--- src/rtl/io_port_unit.sv ---
// FIFO-buffered CPU input/output port pair with sticky error flags, occupancy and display hold word.
// Device side is valid/ready; the CPU side is pop/push strobes. bus_out is combinational from registered state only.
module io_port_unit #(
  parameter int          WIDTH     = 32,
  parameter int          IN_DEPTH  = 4,
  parameter int          OUT_DEPTH = 4,
  parameter int          IN_MODE   = 1,
  parameter logic [31:0] INIT      = 32'h000000C0
) (
  input  logic                         clock,
  input  logic                         reset,
  input  logic                         in_pop,
  output logic [WIDTH-1:0]             bus_out,
  input  logic                         out_push,
  input  logic [WIDTH-1:0]             bus_in,
  input  logic [WIDTH-1:0]             dev_in_data,
  input  logic                         dev_in_valid,
  output logic                         dev_in_ready,
  output logic [WIDTH-1:0]             dev_out_data,
  output logic                         dev_out_valid,
  input  logic                         dev_out_ready,
  output logic [WIDTH-1:0]             last_out,
  output logic [$clog2(IN_DEPTH):0]    in_count,
  output logic [$clog2(OUT_DEPTH):0]   out_count,
  output logic                         in_underflow,
  output logic                         out_overflow,
  input  logic                         flag_clr
);
  localparam int IAW = $clog2(IN_DEPTH);
  localparam int OAW = $clog2(OUT_DEPTH);
  localparam logic [IAW:0] IN_FULL  = (IAW+1)'(IN_DEPTH);
  localparam logic [OAW:0] OUT_FULL = (OAW+1)'(OUT_DEPTH);
  localparam bit FIFO_IN = (IN_MODE != 0);

  logic [WIDTH-1:0] r_in_mem  [IN_DEPTH];
  logic [WIDTH-1:0] r_out_mem [OUT_DEPTH];
  logic [IAW-1:0]   r_in_wp, r_in_rp;
  logic [OAW-1:0]   r_out_wp, r_out_rp;
  logic [IAW:0]     r_in_cnt;
  logic [OAW:0]     r_out_cnt;
  logic [WIDTH-1:0] r_hold, r_last;
  logic             r_unf, r_ovf;

  logic w_in_empty, w_in_wr, w_in_rd, w_in_unf;
  logic w_out_full, w_out_rd, w_out_wr, w_out_ovf;

  assign w_in_empty   = (r_in_cnt == '0);
  assign dev_in_ready = FIFO_IN ? (r_in_cnt != IN_FULL) : 1'b1;
  assign w_in_wr      = FIFO_IN && dev_in_valid && (r_in_cnt != IN_FULL);
  assign w_in_rd      = FIFO_IN && in_pop && !w_in_empty;
  assign w_in_unf     = FIFO_IN && in_pop && w_in_empty;
  assign bus_out      = (FIFO_IN && !w_in_empty) ? r_in_mem[r_in_rp] : r_hold;

  // A full output FIFO still accepts a push when the device drains the head in the same cycle.
  assign w_out_full   = (r_out_cnt == OUT_FULL);
  assign w_out_rd     = (r_out_cnt != '0) && dev_out_ready;
  assign w_out_wr     = out_push && (!w_out_full || w_out_rd);
  assign w_out_ovf    = out_push && w_out_full && !w_out_rd;

  assign dev_out_valid = (r_out_cnt != '0);
  assign dev_out_data  = r_out_mem[r_out_rp];
  assign last_out      = r_last;
  assign in_count      = r_in_cnt;
  assign out_count     = r_out_cnt;
  assign in_underflow  = r_unf;
  assign out_overflow  = r_ovf;

  always_ff @(posedge clock) begin
    if (reset && w_in_wr)  r_in_mem[r_in_wp]   <= dev_in_data;
    if (reset && w_out_wr) r_out_mem[r_out_wp] <= bus_in;
  end

  always_ff @(posedge clock) begin
    if (!reset) begin
      r_in_wp   <= '0;
      r_in_rp   <= '0;
      r_in_cnt  <= '0;
      r_out_wp  <= '0;
      r_out_rp  <= '0;
      r_out_cnt <= '0;
      r_hold    <= INIT[WIDTH-1:0];
      r_last    <= '0;
      r_unf     <= 1'b0;
      r_ovf     <= 1'b0;
    end else begin
      if (w_in_wr) r_in_wp <= r_in_wp + IAW'(1);
      if (w_in_rd) begin
        r_in_rp <= r_in_rp + IAW'(1);
        r_hold  <= r_in_mem[r_in_rp];
      end else if (!FIFO_IN && dev_in_valid) begin
        r_hold  <= dev_in_data;
      end
      case ({w_in_wr, w_in_rd})
        2'b10:   r_in_cnt <= r_in_cnt + (IAW+1)'(1);
        2'b01:   r_in_cnt <= r_in_cnt - (IAW+1)'(1);
        default: r_in_cnt <= r_in_cnt;
      endcase

      if (w_out_wr) begin
        r_out_wp <= r_out_wp + OAW'(1);
        r_last   <= bus_in;
      end
      if (w_out_rd) r_out_rp <= r_out_rp + OAW'(1);
      case ({w_out_wr, w_out_rd})
        2'b10:   r_out_cnt <= r_out_cnt + (OAW+1)'(1);
        2'b01:   r_out_cnt <= r_out_cnt - (OAW+1)'(1);
        default: r_out_cnt <= r_out_cnt;
      endcase

      // Set has priority over clear.
      if (w_in_unf)      r_unf <= 1'b1;
      else if (flag_clr) r_unf <= 1'b0;
      if (w_out_ovf)     r_ovf <= 1'b1;
      else if (flag_clr) r_ovf <= 1'b0;
    end
  end
endmodule
--- config.mk ---
export PLATFORM = sky130hd
export DESIGN_NAME = io_port_unit
export DESIGN_NICKNAME = d
export VERILOG_FILES = /design/src/rtl/io_port_unit.sv
export SDC_FILE = /design/constraint.sdc
export NUM_CORES = 1
export LEC_CHECK = 0
export BUFFER_PORTS_ARGS = -buffer_cell sky130_fd_sc_hd__buf_2
export CAP_MARGIN = 10
export CORE_MARGIN = 1
export CORE_UTILIZATION = 52
export DETAILED_ROUTE_END_ITERATION = 6
export GPL_TIMING_DRIVEN = 1
export PLACE_DENSITY_LB_ADDON = 0.05
export SETUP_SLACK_MARGIN = 0.1
export SYNTH_ARGS = -nofsm -noshare
export SYNTH_HDL_FRONTEND = slang
export SYNTH_SLANG_ARGS = --single-unit
--- constraint.sdc ---
create_clock -name clock -period 2.9 [get_ports clock]
set_clock_uncertainty 0.2 [all_clocks]
set_input_delay 0 -clock clock [delete_from_list [all_inputs] [get_ports clock]]
set_output_delay 0 -clock clock [all_outputs]
set_load 0.005 [all_outputs]
# After elaboration in Yosys (flattened, before gate mapping)
# Memories as Yosys holds them, arrays and structs flattened. A register that Yosys moved wholly into a read port is not among the register bits.
# Cells that the tools add are included.
# classes
mul	0
muxes	14
div	0
order_cmp	0
n_reduce_logical	19
shift	0
add_sub_neg	8
eq_ne	6
bitwise_logic	0
# op_table
op	n
two-way mux 32 bit	1
case mux 3 bit (2 select lines)	2
logical AND 1 bit	9
adder 2 x 1 -> 2 bit (second input constant)	4
two-way mux 2 bit	4
nonzero test 2 bit	4
two-way mux 1 bit	7
adder 3 x 1 -> 3 bit (second input constant)	2
subtractor 3 x 1 -> 3 bit (second input constant)	2
equality test 2 x 1 -> 1 bit (second input constant)	2
equality test 2 bit (second input constant)	2
equality test 3 bit (second input constant)	1
zero test 1 bit	3
zero test 3 bit	1
inequality test 3 bit (second input constant)	1
nonzero test 3 bit	1
logical OR 1 bit	1
# word_totals
mem_count	2
mem_bits_rw	256
ff_bits	80
romBits	0
elab_cells	59
latchBits	0
# memory_table
name	words	width	rd	rd_ports_with_merged_regs	wr	line_no	text
r_in_mem	4	32	1	1	1	35	logic [WIDTH-1:0] r_in_mem [IN_DEPTH];
r_out_mem	4	32	1	1	1	36	logic [WIDTH-1:0] r_out_mem [OUT_DEPTH];

# Longest topological paths before layout
# depth
depth_word	7
mapped_depth	11

# Worst setup path before layout
# Ideal clock, no wire load.
# synth_path
path_kind	register to register
start	register r_in_cnt[2], in the netlist in_count[2]
end	register r_in_cnt[2], in the netlist in_count[2]
setup_time_ns	0.076
synth_period_minus_slack_ns	2.552
n_path_buf	1
arrival_time_ns	2.276
path_slack_ns	0.348
stages_incl_launch_ff	11
path_cell_list	dfxtp_1 -> or3b_1 -> and2_1 -> buf_6 -> clkinv_2 -> ha_1 -> inv_1 -> fa_1 -> xor2_1 -> or3_1 -> a21boi_0
# synth_lines
item	line_no	text
start, declared	39	logic [IAW:0] r_in_cnt;
start signal, assigned	94	2'b10: r_in_cnt <= r_in_cnt + (IAW+1)'(1);
start signal, assigned	95	2'b01: r_in_cnt <= r_in_cnt - (IAW+1)'(1);
start signal, assigned	96	default: r_in_cnt <= r_in_cnt;
inequality test 3 bit *	-	
via dev_in_ready	18	output logic dev_in_ready,
logical AND 1 bit *	49	assign w_in_wr = FIFO_IN && dev_in_valid && (r_in_cnt != IN_FULL);
equality test 2 x 1 -> 1 bit or equality test 2 bit (tied branches)	93	case ({w_in_wr, w_in_rd})
case mux 3 bit (2 select lines) or nonzero test 2 bit (tied branches)	-	
# Mark *: on every way through the listed nets, which the timed path passes. The rest lies on a longest branch.
# A chain may end at the register's enable or synchronous reset.

# Final worst setup path
# layout_path
start	register r_in_cnt[0], in the netlist in_count[0]
end	register r_in_cnt[2], in the netlist in_count[2]
# layout_via
elab_chain_len	5
# layout_lines
item	line_no	text
zero test 3 bit	47	assign w_in_empty = (r_in_cnt == '0);
zero test 1 bit	-	
logical AND 1 bit	50	assign w_in_rd = FIFO_IN && in_pop && !w_in_empty;
equality test 2 x 1 -> 1 bit or equality test 2 bit (tied branches)	93	
case mux 3 bit (2 select lines) or nonzero test 2 bit (tied branches)	-	
# Several ways; a longest one is shown, not always the timed one.

==> reports/summary.md <==
* 261 ps — worst path setup slack after routing
* 0 — overall overflow remaining after global route
* 60 ps — clock slew at reported path FFs
* 176 — # port buffers
* 177 — I/O pin cnt
* 17.0 um^2 — mean area per synthesized cell
* 24500 um^2 — floorplan core area
* 15500 um — HPWL reported at the end of detailed placement
* 0 — number of inserted diodes
* 1691 — Filler cells
* done — clock tree from TritonCTS
* 57 — number of rows created at floorplan
* false — unrepaired setup endpoints after global routing
* 5.36 — vias per std cell
* 0.380 — Worst slew margin
* 160 um — vertical die dimension
* 1372 — Layout Cells excl Fill
* 36 — CTS Buf Count
* 2860 ps — endpoint arrival time on the critical path
* 0 ps — Fin Setup TNS
* 745 uV — Worst IR Drop VDD
* 0 — number of remaining DRC errors
* register — critical path endpoint category
* 0 — final hold vios
* 256 — number of flops mapped to enable cells by yosys
* edfxtp_1 59%, dfxtp_1 13%, mux4_2 11% — top cells by area in the synthesized netlist
* 41800 um — global-route wire length before repair
* 160 um — horizontal extent of the die
* 13100 um^2 — Post-Syn Area
* edfxtp_1 — Post-synth top flop
* 0 — number of warnings printed during yosys synthesis
* 510 ps — source-to-sink clock delay at the later pin of the worst-skew pair
* 7358 — total vias in the final route
* 840 nW/um^2 — ratio of total power to cell area
* edfxtp_1 — cell accounting for the most synthesized area
* 25700 um^2 — Die Footprint
* 60 — pin count of the biggest net entering global routing
* 2640 ps — minimum period implied by the final worst setup slack
* 3 — Max Buffers Root-to-Sink
* 849 — Net Count, Synth
* 0 — Final Max Tran Viols
* 256 x edfxtp_1, 138 x nand2_1, 84 x dfxtp_1 — Post-synth top cells
* 0 — number of nets with antenna violations after detailed routing
* 24.7% — synthesis-to-finish area growth
* 0 — fraction of synthesis flops using an asynchronous set or reset pin
* 929 ps — slew of the pin with the lowest slew margin
* 14200 um^2 — total cell area at the placement stage
* 7968 — via count of the first global-routing pass
* 1104 — Nets
* 0 — Max Cap Viol
* 3120 ps — CP Data Required Time
* 340 — synthesized flop and latch total
* register — CP startpoint kind
* 404 — number of design-rule violations left by the first detailed-router iteration
* 0.00590 uW — leakage power total
* in -> reg — worst min-delay path class
* edfxtp_1 — most instantiated library cell after synthesis
* 7 — critical path fanouts, max
* 0.695 — global placement routability congestion
* 0.910 — post-route clock period utilization
* 243 ps — setup slack after placement
* clkbuf_16 — root buffer cell
* 767 — gate count after technology mapping
* 0 — number of antenna violations at the first check in global routing
* 0.534 — Initial Utilization
* 0.589 — area fraction of the dominant cell type after synthesis
* 19.3 um — Wirelength per Cell
* 43.5 ps — Hold WS
* 2 — count of H-tree levels built during CTS
* 379 MHz — highest attainable clock frequency
* 38 — number of unique standard cell types used by synthesis
* 0.718 — sequential area share after synthesis
* reg -> reg — worst setup path category
* 26400 um — post-detailed-routing wire length
* 0.342 — fraction of final layout cells with drive strength greater than 1
* 0.211 — all-layer global routing usage
* 340 — sink count of the clock tree
* 16300 um^2 — area of all placed cells without fillers
* 4 — number of detailed-routing iterations run before antenna repair
* 1236 — cell count after placement
* 0 — Setup Viol. Count Final
* complete, no violations — run status
cell families after synthesis:
logic type / after synthesis / synth area share
muxes: 97 / 0.139
adders and majority gates: 11 / 0.0117
DFF: 340 / 0.718
buffers and inverters: 55 / 0.0227
AOI/OAI and AO/OA: 76 / 0.0427
and+or+nand+nor: 178 / 0.0598
xor gates and xnor gates: 10 / 0.00671
registers in the layout, indices dropped and copies added (netlist names), named ones only:
signal / cells
r_out_wp: 2
out_overflow: 1
r_out_rp: 2
r_hold: 32
in_count: 3
r_in_rp: 2
r_in_wp: 2
r_in_mem: 128
r_out_mem: 128
last_out: 32
out_count: 3
in_underflow: 1
cell usage in the layout (no fill, tap or decap), types with 4 or more instances in the layout:
master,instances
xor2_1,4
dfxtp_2,4
and3_2,8
dfxtp_1,80
inv_1,9
clkbuf_1,6
edfxtp_1,256
buf_4,10
clkinv_2,5
ha_1,9
a21boi_0,6
clkbuf_16,37
bufinv_16,10
buf_2,176
nor2b_1,6
and2_1,9
mux2_2,32
nand2b_1,4
mux4_2,64
nand2_1,138
a21boi_1,59
xnor2_1,6
dlygate4sd3_1,72
area by class of cell:
type / instances / area, um^2 / share of cell area
inverters: 11 / 42.5 / 0.00261
repair buffers: 261 / 1740 / 0.107
clock inverters: 20 / 354 / 0.0217
clock buffers: 44 / 962 / 0.0591
multi-input cells: 372 / 3410 / 0.209
well taps: 324 / 405 / 0.0249
flip-flops and latches: 340 / 9370 / 0.576
per-stage QoR:
step	total power (uW)	util
after CTS	13800	0.666
after global placement	8620	0.582
after detailed placement	8720	0.582
after global routing	14300	0.666
final	13700	0.666
after floorplan	7690	-
routing by layer:
metal | GRT usage | routed length (um) | up-vias | share of wire
met5 | 0 | 0 | - | 0
met4 | 0.0684 | 457 | 0 | 0.017
li1 | - | - | 3393 | -
met1 | 0.255 | 10700 | 3707 | 0.40
met2 | 0.379 | 13700 | 221 | 0.52
met3 | 0.0429 | 1570 | 37 | 0.059
report_power, final:
group / switching [uW] / total, uW / internal [uW]
Sequential: 235 / 5850 / 5620
Combinational: 1350 / 2800 / 1450
Clock: 1780 / 5030 / 3250
final timing paths:
| check | startpoint | slack [ps] | cells after the start | to |
|---|---|---|---|---|
| setup reg to reg | in_count[0] | 260 | 9 | in_count[2] |
| hold / removal | dev_in_data[24] | 40 | 2 | r_in_mem[3][24] |
| setup / recovery | in_count[0] | 260 | 9 | in_count[2] |
| hold reg to reg | last_out[21] | 250 | 2 | last_out[21] |
repair_timing:
action                                  CTS  global route
buffers inserted                          0             0
endpoints found under the hold margin   310             0
resized for setup                         0             2
endpoints found under the setup margin    0             1
hold buffers                             72             0
worst max-delay path: stages, from the launching register on:
cell and delay [ps]:
dfxtp_1 370, or3b_1 410, and2_2 260, clkinv_2 70, ha_1 180, inv_1 70
fa_1 370, xor2_1 160, or3_1 300, a21boi_0 180
No activity file was read; power rests on OpenSTA's default activity.
